===== config.mk =====
export PLATFORM = sky130hd
export DESIGN_NAME = jk_excite_ctrl
export DESIGN_NICKNAME = d
export VERILOG_FILES = /design/src/rtl/jk_excite_ctrl.sv
export SDC_FILE = /design/constraint.sdc
export NUM_CORES = 1
export LEC_CHECK = 0
export CAP_MARGIN = 0
export CORE_MARGIN = 1
export CORE_UTILIZATION = 48
export CTS_CLUSTER_DIAMETER = 40
export DETAILED_ROUTE_END_ITERATION = 8
export GPL_ROUTABILITY_DRIVEN = 1
export GPL_TIMING_DRIVEN = 0
export HOLD_SLACK_MARGIN = 0.08
export PLACE_DENSITY = 0.77
export SLEW_MARGIN = 20
export SYNTH_ARGS = -nofsm -noshare
export SYNTH_HDL_FRONTEND = slang
export SYNTH_SLANG_ARGS = --single-unit
export TNS_END_PERCENT = 10

===== constraint.sdc =====
create_clock -name clk -period 1.88 [get_ports clk]
set_clock_uncertainty 0.1 [all_clocks]
set_input_delay 0.282 -clock clk [delete_from_list [all_inputs] [get_ports clk]]
set_output_delay 0.282 -clock clk [all_outputs]
set_load 0.05 [all_outputs]

===== src/rtl/jk_excite_ctrl.sv =====
// Target-driven controller for a bank of JK flip-flops: computes J/K from live Q,
// drives them for one clock, then checks the bank against the requested state.

module jk_excite_bit #(
    parameter logic DC_FILL = 1'b0
) (
    input  logic q,
    input  logic t,
    output logic j,
    output logic k
);
    // Whichever input the transition leaves as don't-care takes DC_FILL.
    assign j = q ? DC_FILL : t;
    assign k = q ? ~t      : DC_FILL;
endmodule

module jk_excite_ctrl #(
    parameter int   WIDTH   = 4,
    parameter logic DC_FILL = 1'b0,
    parameter int   CNT_W   = 8
) (
    input  logic                       clk,
    input  logic                       reset,
    input  logic                       tgt_valid,
    output logic                       tgt_ready,
    input  logic [WIDTH-1:0]           tgt_data,
    input  logic [WIDTH-1:0]           q_fb,
    output logic [WIDTH-1:0]           j,
    output logic [WIDTH-1:0]           k,
    output logic                       busy,
    output logic                       done,
    output logic                       mismatch,
    output logic [WIDTH-1:0]           err_mask,
    output logic [$clog2(WIDTH+1)-1:0] chg_cnt,
    output logic [CNT_W-1:0]           pass_cnt,
    output logic [CNT_W-1:0]           fail_cnt
);
    localparam int CW = $clog2(WIDTH+1);

    typedef enum logic [1:0] {IDLE, DRIVE, CHECK} state_t;
    state_t state;

    logic [WIDTH-1:0] tgt_q;
    logic [WIDTH-1:0] j_nxt, k_nxt;
    logic [WIDTH-1:0] diff;
    logic [CW-1:0]    chg_nxt;

    genvar gi;
    generate
        for (gi = 0; gi < WIDTH; gi++) begin : g_bit
            jk_excite_bit #(.DC_FILL(DC_FILL)) u_bit (
                .q (q_fb[gi]),
                .t (tgt_data[gi]),
                .j (j_nxt[gi]),
                .k (k_nxt[gi])
            );
        end
    endgenerate

    assign diff = q_fb ^ tgt_data;

    always_comb begin
        chg_nxt = '0;
        for (int i = 0; i < WIDTH; i++)
            chg_nxt = chg_nxt + CW'(diff[i]);
    end

    always_ff @(posedge clk or posedge reset) begin
        if (reset) begin
            state     <= IDLE;
            tgt_ready <= 1'b1;
            busy      <= 1'b0;
            tgt_q     <= '0;
            j         <= '0;
            k         <= '0;
            done      <= 1'b0;
            mismatch  <= 1'b0;
            err_mask  <= '0;
            chg_cnt   <= '0;
            pass_cnt  <= '0;
            fail_cnt  <= '0;
        end else begin
            done     <= 1'b0;
            mismatch <= 1'b0;
            case (state)
                IDLE: begin
                    if (tgt_valid) begin
                        tgt_q     <= tgt_data;
                        j         <= j_nxt;
                        k         <= k_nxt;
                        chg_cnt   <= chg_nxt;
                        tgt_ready <= 1'b0;
                        busy      <= 1'b1;
                        state     <= DRIVE;
                    end
                end
                DRIVE: begin
                    j     <= '0;
                    k     <= '0;
                    state <= CHECK;
                end
                CHECK: begin
                    err_mask <= q_fb ^ tgt_q;
                    if (q_fb == tgt_q) begin
                        done <= 1'b1;
                        if (pass_cnt != '1) pass_cnt <= pass_cnt + 1'b1;
                    end else begin
                        mismatch <= 1'b1;
                        if (fail_cnt != '1) fail_cnt <= fail_cnt + 1'b1;
                    end
                    tgt_ready <= 1'b1;
                    busy      <= 1'b0;
                    state     <= IDLE;
                end
                default: begin
                    j         <= '0;
                    k         <= '0;
                    tgt_ready <= 1'b1;
                    busy      <= 1'b0;
                    state     <= IDLE;
                end
            endcase
        end
    end
endmodule


==> flow_metrics.tcl, run 1 <==
set metrics [dict create \
    chipHeight_um 65.9 \
    overflow 0 \
    coreArea_um2 3770 \
    syn-num-nets 205 \
    htree_levels 2 \
    synthFlopType "dfrtp_1" \
    die_width_um 65.9 \
    holdWs_ns 0.123 \
    worstPathRequired_ns 1.50 \
    endpoint_kind "output pin" \
    drc_errors 0 \
    crit_family "buffers and inverters" \
    final_cell_count_no_fill 285 \
    cts_hold_buf 0 \
    syn_avg_cell_area_um2 10.8 \
    mostFrequentLayoutCell "dfrtp_1" \
    syn_inst 181 \
    clk_transition_reported_paths_ns 0.07 \
    yosysSeqAreaShare_pct 52.5 \
    layout_common_cells "dfrtp_1, nand2_1, clkdlybuf4s50_1, dlygate4sd2_1, inv_1" \
    reg2reg_from "tgt_q[1]$_DFFE_PP0P_" \
    worstSetupStartpointType "flop" \
    cp_max_fo 2 \
    final_nets 260 \
    ant_nets 0 \
    wl_per_cell_um 13.6 \
    antenna_found_initial 0 \
    critical_path_class "flop to output pin" \
    status "finished, final reports clean" \
    dp_hpwl_um 2900 \
    yosysWarnings 0 \
    slowest_delay_ns 0.80 \
    antenna_cells 0 \
    routabilityCongestion 0.777 \
    synth-seq-cells 41 \
    critPathBufInv 1 \
    cts_buffers 5 \
    synthToLayoutAreaGrowth_pct 36.2 \
    regToRegSetupSlack_ns 0.06 \
    grt_pass1_wl_um 6930 \
    drv_slew 0 \
    ys_types 32 \
    numPortBuffers 45 \
    worstMarginPinSlew_ns 0.514 \
    finalSetupViolations 0 \
    cts.sinks 41 \
    period_share_pct 97.3 \
    utilization_pct 70.7 \
    maxCapViolations 0 \
    cp_cell_sequence "clkdlybuf4s50_1" \
    stdcell_area_um2 2670 \
    firstDrtPassIters 4 \
    start_util_pct 51.9 \
    avgViaCountPerCell 5.08 \
    power_density_nw_per_um2 1320 \
    slew_headroom_pct 65.7 \
    clock_path_buffers 2 \
    first_iter_violations 108 \
    drive_gt1_share_pct 23.6 \
    root_buffer "clkbuf_8" \
    ir_drop_uv 1020 \
    grt_pass1_vias 1572 \
    grt.total_usage_pct 21.2 \
    grt_max_degree 34 \
    synthArstFlopShare_pct 100 \
    hp-class "input pin to asynchronous set/reset pin" \
    io_pins 46 \
    rows 22 \
    cts_tree "done" \
    routed_wirelength_um 3880 \
    vias 1447 \
    r2r-end "fail_cnt[7]$_DFFE_PP0P_" \
    dpl.cell_count 275 \
    worstSkewPairLatency_ns 0.29 \
    power_leakage_nw 1.30 \
    fp.dieArea_um2 4340 \
    min_period_ns 1.83 \
    fmax_mhz 547 \
    hold_violations 0 \
    critPathSlowestCell "clkdlybuf4s50_1" \
    placed_area_um2 2550 \
    syn-cell-area_um2 1960 \
    r2r_cells 5 \
    arrival_ns 1.45 \
    synth_edf_count 0 \
]
layout make-up:
cell class	instances	area, µm²
Inverter	17	63.8
Clock inverter	3	17.5
Tap cell	48	60.1
Clock buffer	5	68.8
Fill cell	277	1110
Multi-Input combinational cell	118	953
Timing Repair Buffer	48	447
Buffer	5	23.8
Sequential cell	41	1030
logic make-up (layout without fill, tap and decap cells):
| logic type | after synthesis | count (layout) | share of synthesized area [%] |
|---|---|---|---|
| compound gates | 18 | 18 | 5.31 |
| flops | 41 | 41 | 52.5 |
| fa+ha+maj | 13 | 13 | 8.70 |
| simple gates | 61 | 61 | 15.7 |
| buf+inv | 22 | 78 | 4.48 |
| mux | 13 | 13 | 7.48 |
| xor+xnor | 13 | 13 | 5.82 |
through the flow:
step	TNS (ns)	power (W)	setup slack, ns
after global placement	-15.81	0.00296	-0.644
after detailed placement	-6.75	0.00301	-0.667
final	0	0.00351	0.0511
after CTS	-0.312	0.00350	-0.138
after global routing	-0.0207	0.00373	-0.00544
after floorplan	-0.0312	0.00244	-0.0258
worst max path at each step:
stage | start | to | slack, ns | cells after the start
detailed placement | q_fb[0] | chg_cnt[1]$_DFFE_PP0P_ | -0.67 | 7
floorplan | tgt_data[0] | chg_cnt[1]$_DFFE_PP0P_ | -0.03 | 7
CTS | q_fb[2] | pass_cnt[6]$_DFFE_PP0P_ | -0.14 | 5
finish | k[3]$_DFFE_PP0P_ | k[3] | 0.05 | 1
global route | state[1]$_DFFE_PP0N_ | tgt_q[0]$_DFFE_PP0P_ | -0.005 | 4
global placement | q_fb[0] | chg_cnt[1]$_DFFE_PP0P_ | -0.64 | 7
metal layers:
| metal | wire length, µm | up-vias | track usage, % | part of all wire, % |
|---|---|---|---|---|
| met1 | 1710 | 703 | 26.7 | 44 |
| li1 | - | 710 | - | - |
| met2 | 2020 | 34 | 35.7 | 52 |
| met5 | 0 | - | 0 | 0 |
| met3 | 147 | 0 | 4.83 | 3.8 |
| met4 | 0 | 0 | 6.79 | 0 |
flip-flops by register name, indices dropped and copies added, names as in the netlist, 2 cells and up:
signal	flops
state	2
chg_cnt	3
err_mask	4
j	4
fail_cnt	8
tgt_q	4
k	4
pass_cnt	8
synthesized netlist by cell type, types with 2 or more instances:
master	number	area [µm²]
xor2_1	8	70.1
nand2_1	27	101
nor2_1	5	18.8
nand2b_1	3	18.8
inv_1	17	63.8
o21ai_0	5	25.0
mux2_1	2	22.5
dfrtp_1	40	1000
ha_1	12	150
clkbuf_1	2	7.51
nor2b_1	2	12.5
nor3_1	7	35.0
a21oi_1	9	45.0
nor4_1	3	18.8
nand3_1	6	30.0
nand4_1	3	18.8
mux2_2	11	124
xnor2_1	5	43.8
repair_timing:
item                                    in CTS  in global routing
gates resized for setup                     24                 27
setup buffers                                0                  2
pin swaps                                    1                  1
endpoints found under the setup margin      28                 14
where the power goes:
group          total, W  internal (W)  switching, W
registers       0.00133       0.00112      0.000209
logic           0.00163      0.000539       0.00109
clock network  0.000556      0.000256      0.000300
total           0.00351       0.00191       0.00160
Power figures use the tool's default switching activity.
==> run 2, diff against run 1 <==
--- a/constraint.sdc
+++ b/constraint.sdc
@@ -3,3 +3,3 @@
 set_input_delay 0.282 -clock clk [delete_from_list [all_inputs] [get_ports clk]]
 set_output_delay 0.282 -clock clk [all_outputs]
-set_load 0.05 [all_outputs]
+set_load 0.1 [all_outputs]
==> run 2 against run 1 <==
Flip-flop and latch count is the same. Non-clock buffer count fell by 1. Count of clock-buffer cells in the layout rose by 2. Sequential power about the same. Total power is 20% higher. Highest routed layer is now met4.
==> flow_metrics.tcl, run 2 (synthesis results as in run 1) <==
set metrics [dict create \
    grt_pass1_wl_um 6780 \
    vias 1471 \
    grt_max_degree 32 \
    dp_hpwl_um 2900 \
    overflow 0 \
    largestRegisters "fail_cnt: 8 flops, pass_cnt: 8 flops" \
    routed_wirelength_um 3940 \
    coreArea_um2 3770 \
    rsz0062_at_grt "true" \
    min_period_ns 1.88 \
    die_width_um 65.9 \
    drv_slew 0 \
    cts_tree "done" \
    endpoint_kind "flop" \
    cts.sinks 41 \
    power_density_nw_per_um2 1620 \
    grt.total_usage_pct 21.1 \
    chipHeight_um 65.9 \
    rows 22 \
    clock_path_buffers 2 \
    grt_pass1_vias 1483 \
    r2r_cells 5 \
    ir_drop_uv 1030 \
    worstMarginPinSlew_ns 0.960 \
    period_share_pct 99.9 \
    drc_errors 0 \
    layout_common_cells "nand2_1, dfrtp_1, clkdlybuf4s15_2" \
    post-place-ws_ns -0.732 \
    drive_gt1_share_pct 40.7 \
    clk_transition_reported_paths_ns 0.08 \
    cts_buffers 5 \
    io_pins 46 \
    avgViaCountPerCell 5.18 \
    arrival_ns 1.96 \
    reg2reg_from "fail_cnt[0]$_DFFE_PP0P_" \
    worstPathRequired_ns 1.96 \
    routabilityCongestion 0.785 \
    ant_nets 0 \
    finalSetupViolations 0 \
    status "finished, final reports clean" \
    hp-class "input pin to asynchronous set/reset pin" \
    critical_path_class "input pin to flop" \
    fmax_mhz 532 \
    start_util_pct 51.9 \
    fp.dieArea_um2 4340 \
    first_iter_violations 86 \
    final_nets 259 \
    stdcell_area_um2 2610 \
    power_leakage_nw 1.20 \
    worstSetupStartpoint "q_fb[0]" \
    synthToLayoutAreaGrowth_pct 33.2 \
    antenna_cells 0 \
    antenna_found_initial 0 \
    total_power_w 0.00422 \
    slew_headroom_pct 36.2 \
    fin_ws_ns 0.00118 \
    regToRegSetupSlack_ns 0.11 \
    utilization_pct 69.1 \
    htree_levels 2 \
    root_buffer "clkbuf_8" \
    worstSkewPairLatency_ns 0.29 \
    hold_violations 0 \
    cp_max_fo 3 \
    mostFrequentLayoutCell "nand2_1" \
    placed_area_um2 2540 \
    maxCapViolations 0 \
    cts_hold_buf 0 \
    wl_per_cell_um 13.9 \
    numPortBuffers 45 \
    worstSetupStartpointType "input pin" \
    firstDrtPassIters 4 \
]
run 2: changes by cell type in the layout (fill, tap and decap cells not counted), sizes merged:
cell and delta:
buf +5, clkbuf +11, clkdlybuf4s15 +19, clkdlybuf4s50 -14, clkinv -1, clkinvlp -1
dlygate4sd2 -15, dlymetal6s2s -5
run 2: stage by stage:
stage	setup TNS [ns]	hold slack, ns	cells
after floorplan	-0.169	0.334	181
after global placement	-17.60	0.371	274
after detailed placement	-7.52	0.377	275
after CTS	-0.0708	0.131	283
after global routing	-0.0619	0.142	284
final	0	0.127	284
run 2: layout make-up:
cell class / count / area, µm²
Buffer: 5 / 23.8
Clock buffer: 7 / 76.3
Clock inverter: 1 / 5.00
Fill cell: 263 / 1160
Inverter: 17 / 63.8
Multi-Input combinational cell: 118 / 933
Sequential cell: 41 / 1050
Tap cell: 48 / 60.1
Timing Repair Buffer: 47 / 393
run 2: power breakdown:
part           total [W]  internal, W  switching [W]
logic            0.00231     0.000467        0.00184
registers        0.00136      0.00114       0.000223
clock network   0.000551     0.000261       0.000290
total            0.00422      0.00187        0.00235
run 2: final timing paths:
path                                                 to
worst min-delay path            pass_cnt[1]$_DFFE_PP0P_
max in group asynchronous       fail_cnt[1]$_DFFE_PP0P_
worst max register to register  fail_cnt[1]$_DFFE_PP0P_
worst max-delay path             chg_cnt[1]$_DFFE_PP0P_
worst min register to register    tgt_ready$_DFFE_PP1P_
min in group clk                   tgt_q[0]$_DFFE_PP0P_
run 2: worst max-delay path, stage by stage:
cell and delay [ns]:
buf_2 0.14, ha_4 0.24, fa_1 0.53, inv_1 0.04, ha_1 0.19, ha_1 0.27
mux2_2 0.26
run 2: per-layer routing:
metal,vias up,routed length (µm),track usage (%)
met5,-,0,0
met1,717,1670,26.5
met4,0,34,7.07
li1,712,-,-
met2,38,2070,34.9
met3,4,167,5.52
run 2: repair_timing:
item,4_1_cts,5_1_grt
buffers inserted,0,1
pin swaps,3,2
endpoints found under the setup margin,46,26
gates resized for setup,116,22
==> run 3, diff against run 2 <==
Settings changed: GPL_TIMING_DRIVEN 0 to not set.
==> run 3 against run 2 <==
Total power grew 18%. Cell area grew 22%. Cell count grew 5.3%. Sequential share of layout area shrank 7.2 points. Setup slack gained 0.022 ns. Critical path depth grew 1. First-iteration DRC count shrank 30%. Count of clock-buffer cells in the layout shrank 1.
==> flow_metrics.tcl, run 3 (synthesis results as in run 1) <==
set metrics [dict create \
    status "finished, final reports clean" \
    total_power_w 0.00500 \
    rows 22 \
    cts.sinks 41 \
    maxCapViolations 0 \
    io_pins 46 \
    worstSkewPairLatency_ns 0.30 \
    numPortBuffers 45 \
    ant_nets 0 \
    mostFrequentLayoutCell "buf_12" \
    finalSetupViolations 0 \
    final_nets 274 \
    cts_buffers 5 \
    grt_pass1_vias 1687 \
    fillCellCount 171 \
    slew_headroom_pct 77.7 \
    grt_max_degree 42 \
    drive_gt1_share_pct 47.0 \
    period_share_pct 98.8 \
    drc_errors 0 \
    cts_tree "done" \
    wl_per_cell_um 16.7 \
    dpl.cell_count 290 \
    cp_max_fo 2 \
    routabilityCongestion 0.835 \
    fmax_mhz 539 \
    hp-class "input pin to asynchronous set/reset pin" \
    coreArea_um2 3770 \
    arrival_ns 1.95 \
    fp.dieArea_um2 4340 \
    worstMarginPinSlew_ns 0.332 \
    post-place-ws_ns -0.701 \
    antenna_found_initial 0 \
    routed_wirelength_um 5000 \
    ir_drop_uv 1910 \
    die_width_um 65.9 \
    min_period_ns 1.86 \
    drv_slew 0 \
    overflow 0 \
    fin_ws_ns 0.0233 \
    power_density_nw_per_um2 1580 \
    root_buffer "clkbuf_8" \
    layout_common_cells "buf_12, nand2_1, dfrtp_1" \
    htree_levels 2 \
    grt_pass1_wl_um 7970 \
    hold_violations 0 \
    chipHeight_um 65.9 \
    power_leakage_nw 1.45 \
    first_iter_violations 60 \
    clk_transition_reported_paths_ns 0.08 \
    synthToLayoutAreaGrowth_pct 62.0 \
    clock_path_buffers 2 \
    endpoint_kind "flop" \
    worstSetupStartpointType "input pin" \
    largestRegisters "fail_cnt: 8 flops, pass_cnt: 8 flops" \
    grt.total_usage_pct 25.7 \
    antenna_cells 0 \
    vias 1577 \
    stdcell_area_um2 3170 \
    final_cell_count_no_fill 299 \
    rsz0062_at_grt "true" \
    regToRegSetupSlack_ns 0.05 \
    start_util_pct 51.9 \
    dp_hpwl_um 3520 \
    avgViaCountPerCell 5.27 \
    critical_path_class "input pin to flop" \
    firstDrtPassIters 4 \
    utilization_pct 84.1 \
    worstPathRequired_ns 1.97 \
    placed_area_um2 3010 \
]
-- run 3: cell type report --
type                    count  area (µm²)  share of cell area [%]
clock buffers               6        72.6                    2.29
clock inverters             2        10.0                   0.316
inverters                  17        63.8                    2.01
multi-input cells         118         957                    30.2
flip-flops and latches     41        1050                    33.2
well taps                  48        60.1                    1.89
repair buffers             67         955                    30.1
-- run 3: repair_timing --
item / CTS / global route
setup buffers: 0 / 1
pin swaps: 1 / 3
resized for setup: 19 / 13
endpoints found under the setup margin: 13 / 11
hold buffers: 0 / 0
-- run 3: stage by stage --
stage | hold slack, ns | setup TNS [ns]
after floorplan | 0.334 | -0.169
after global placement | 0.394 | -6.06
after detailed placement | 0.403 | -7.81
after CTS | 0.236 | -0.0502
after global routing | 0.262 | -0.0959
final | 0.240 | 0
-- run 3: path summary, 6_finish.rpt --
path,start,endpoint,cells past startpoint
min,reset,pass_cnt[1]$_DFFE_PP0P_,3
min reg2reg,tgt_ready$_DFFE_PP1P_,tgt_ready$_DFFE_PP1P_,2
min in group clk,tgt_data[1],tgt_q[1]$_DFFE_PP0P_,3
max reg2reg,tgt_q[1]$_DFFE_PP0P_,fail_cnt[5]$_DFFE_PP0P_,5
max in group asynchronous,reset,tgt_ready$_DFFE_PP1P_,3
max,tgt_data[0],chg_cnt[1]$_DFFE_PP0P_,8
-- run 3: worst max-delay path, cell delays in order --
cell	delay, ns
clkdlybuf4s15_2	0.21
inv_2	0.06
ha_4	0.19
fa_1	0.53
inv_1	0.04
ha_2	0.17
ha_4	0.20
mux2_2	0.25
-- run 3: power breakdown --
group	switching (W)	internal (W)	leakage, nW
clock network	0.000301	0.000257	0.0450
registers	0.000331	0.00114	0.492
logic	0.00190	0.00106	0.910
-- run 3: routing by layer --
metal	wire length, µm	up-vias	share of wire, %	global-route usage (%)
li1	-	737	-	-
met1	1880	771	38	28.1
met2	2740	57	55	44.9
met3	232	12	4.6	6.55
met4	149	0	3.0	14.4
met5	0	-	0	0
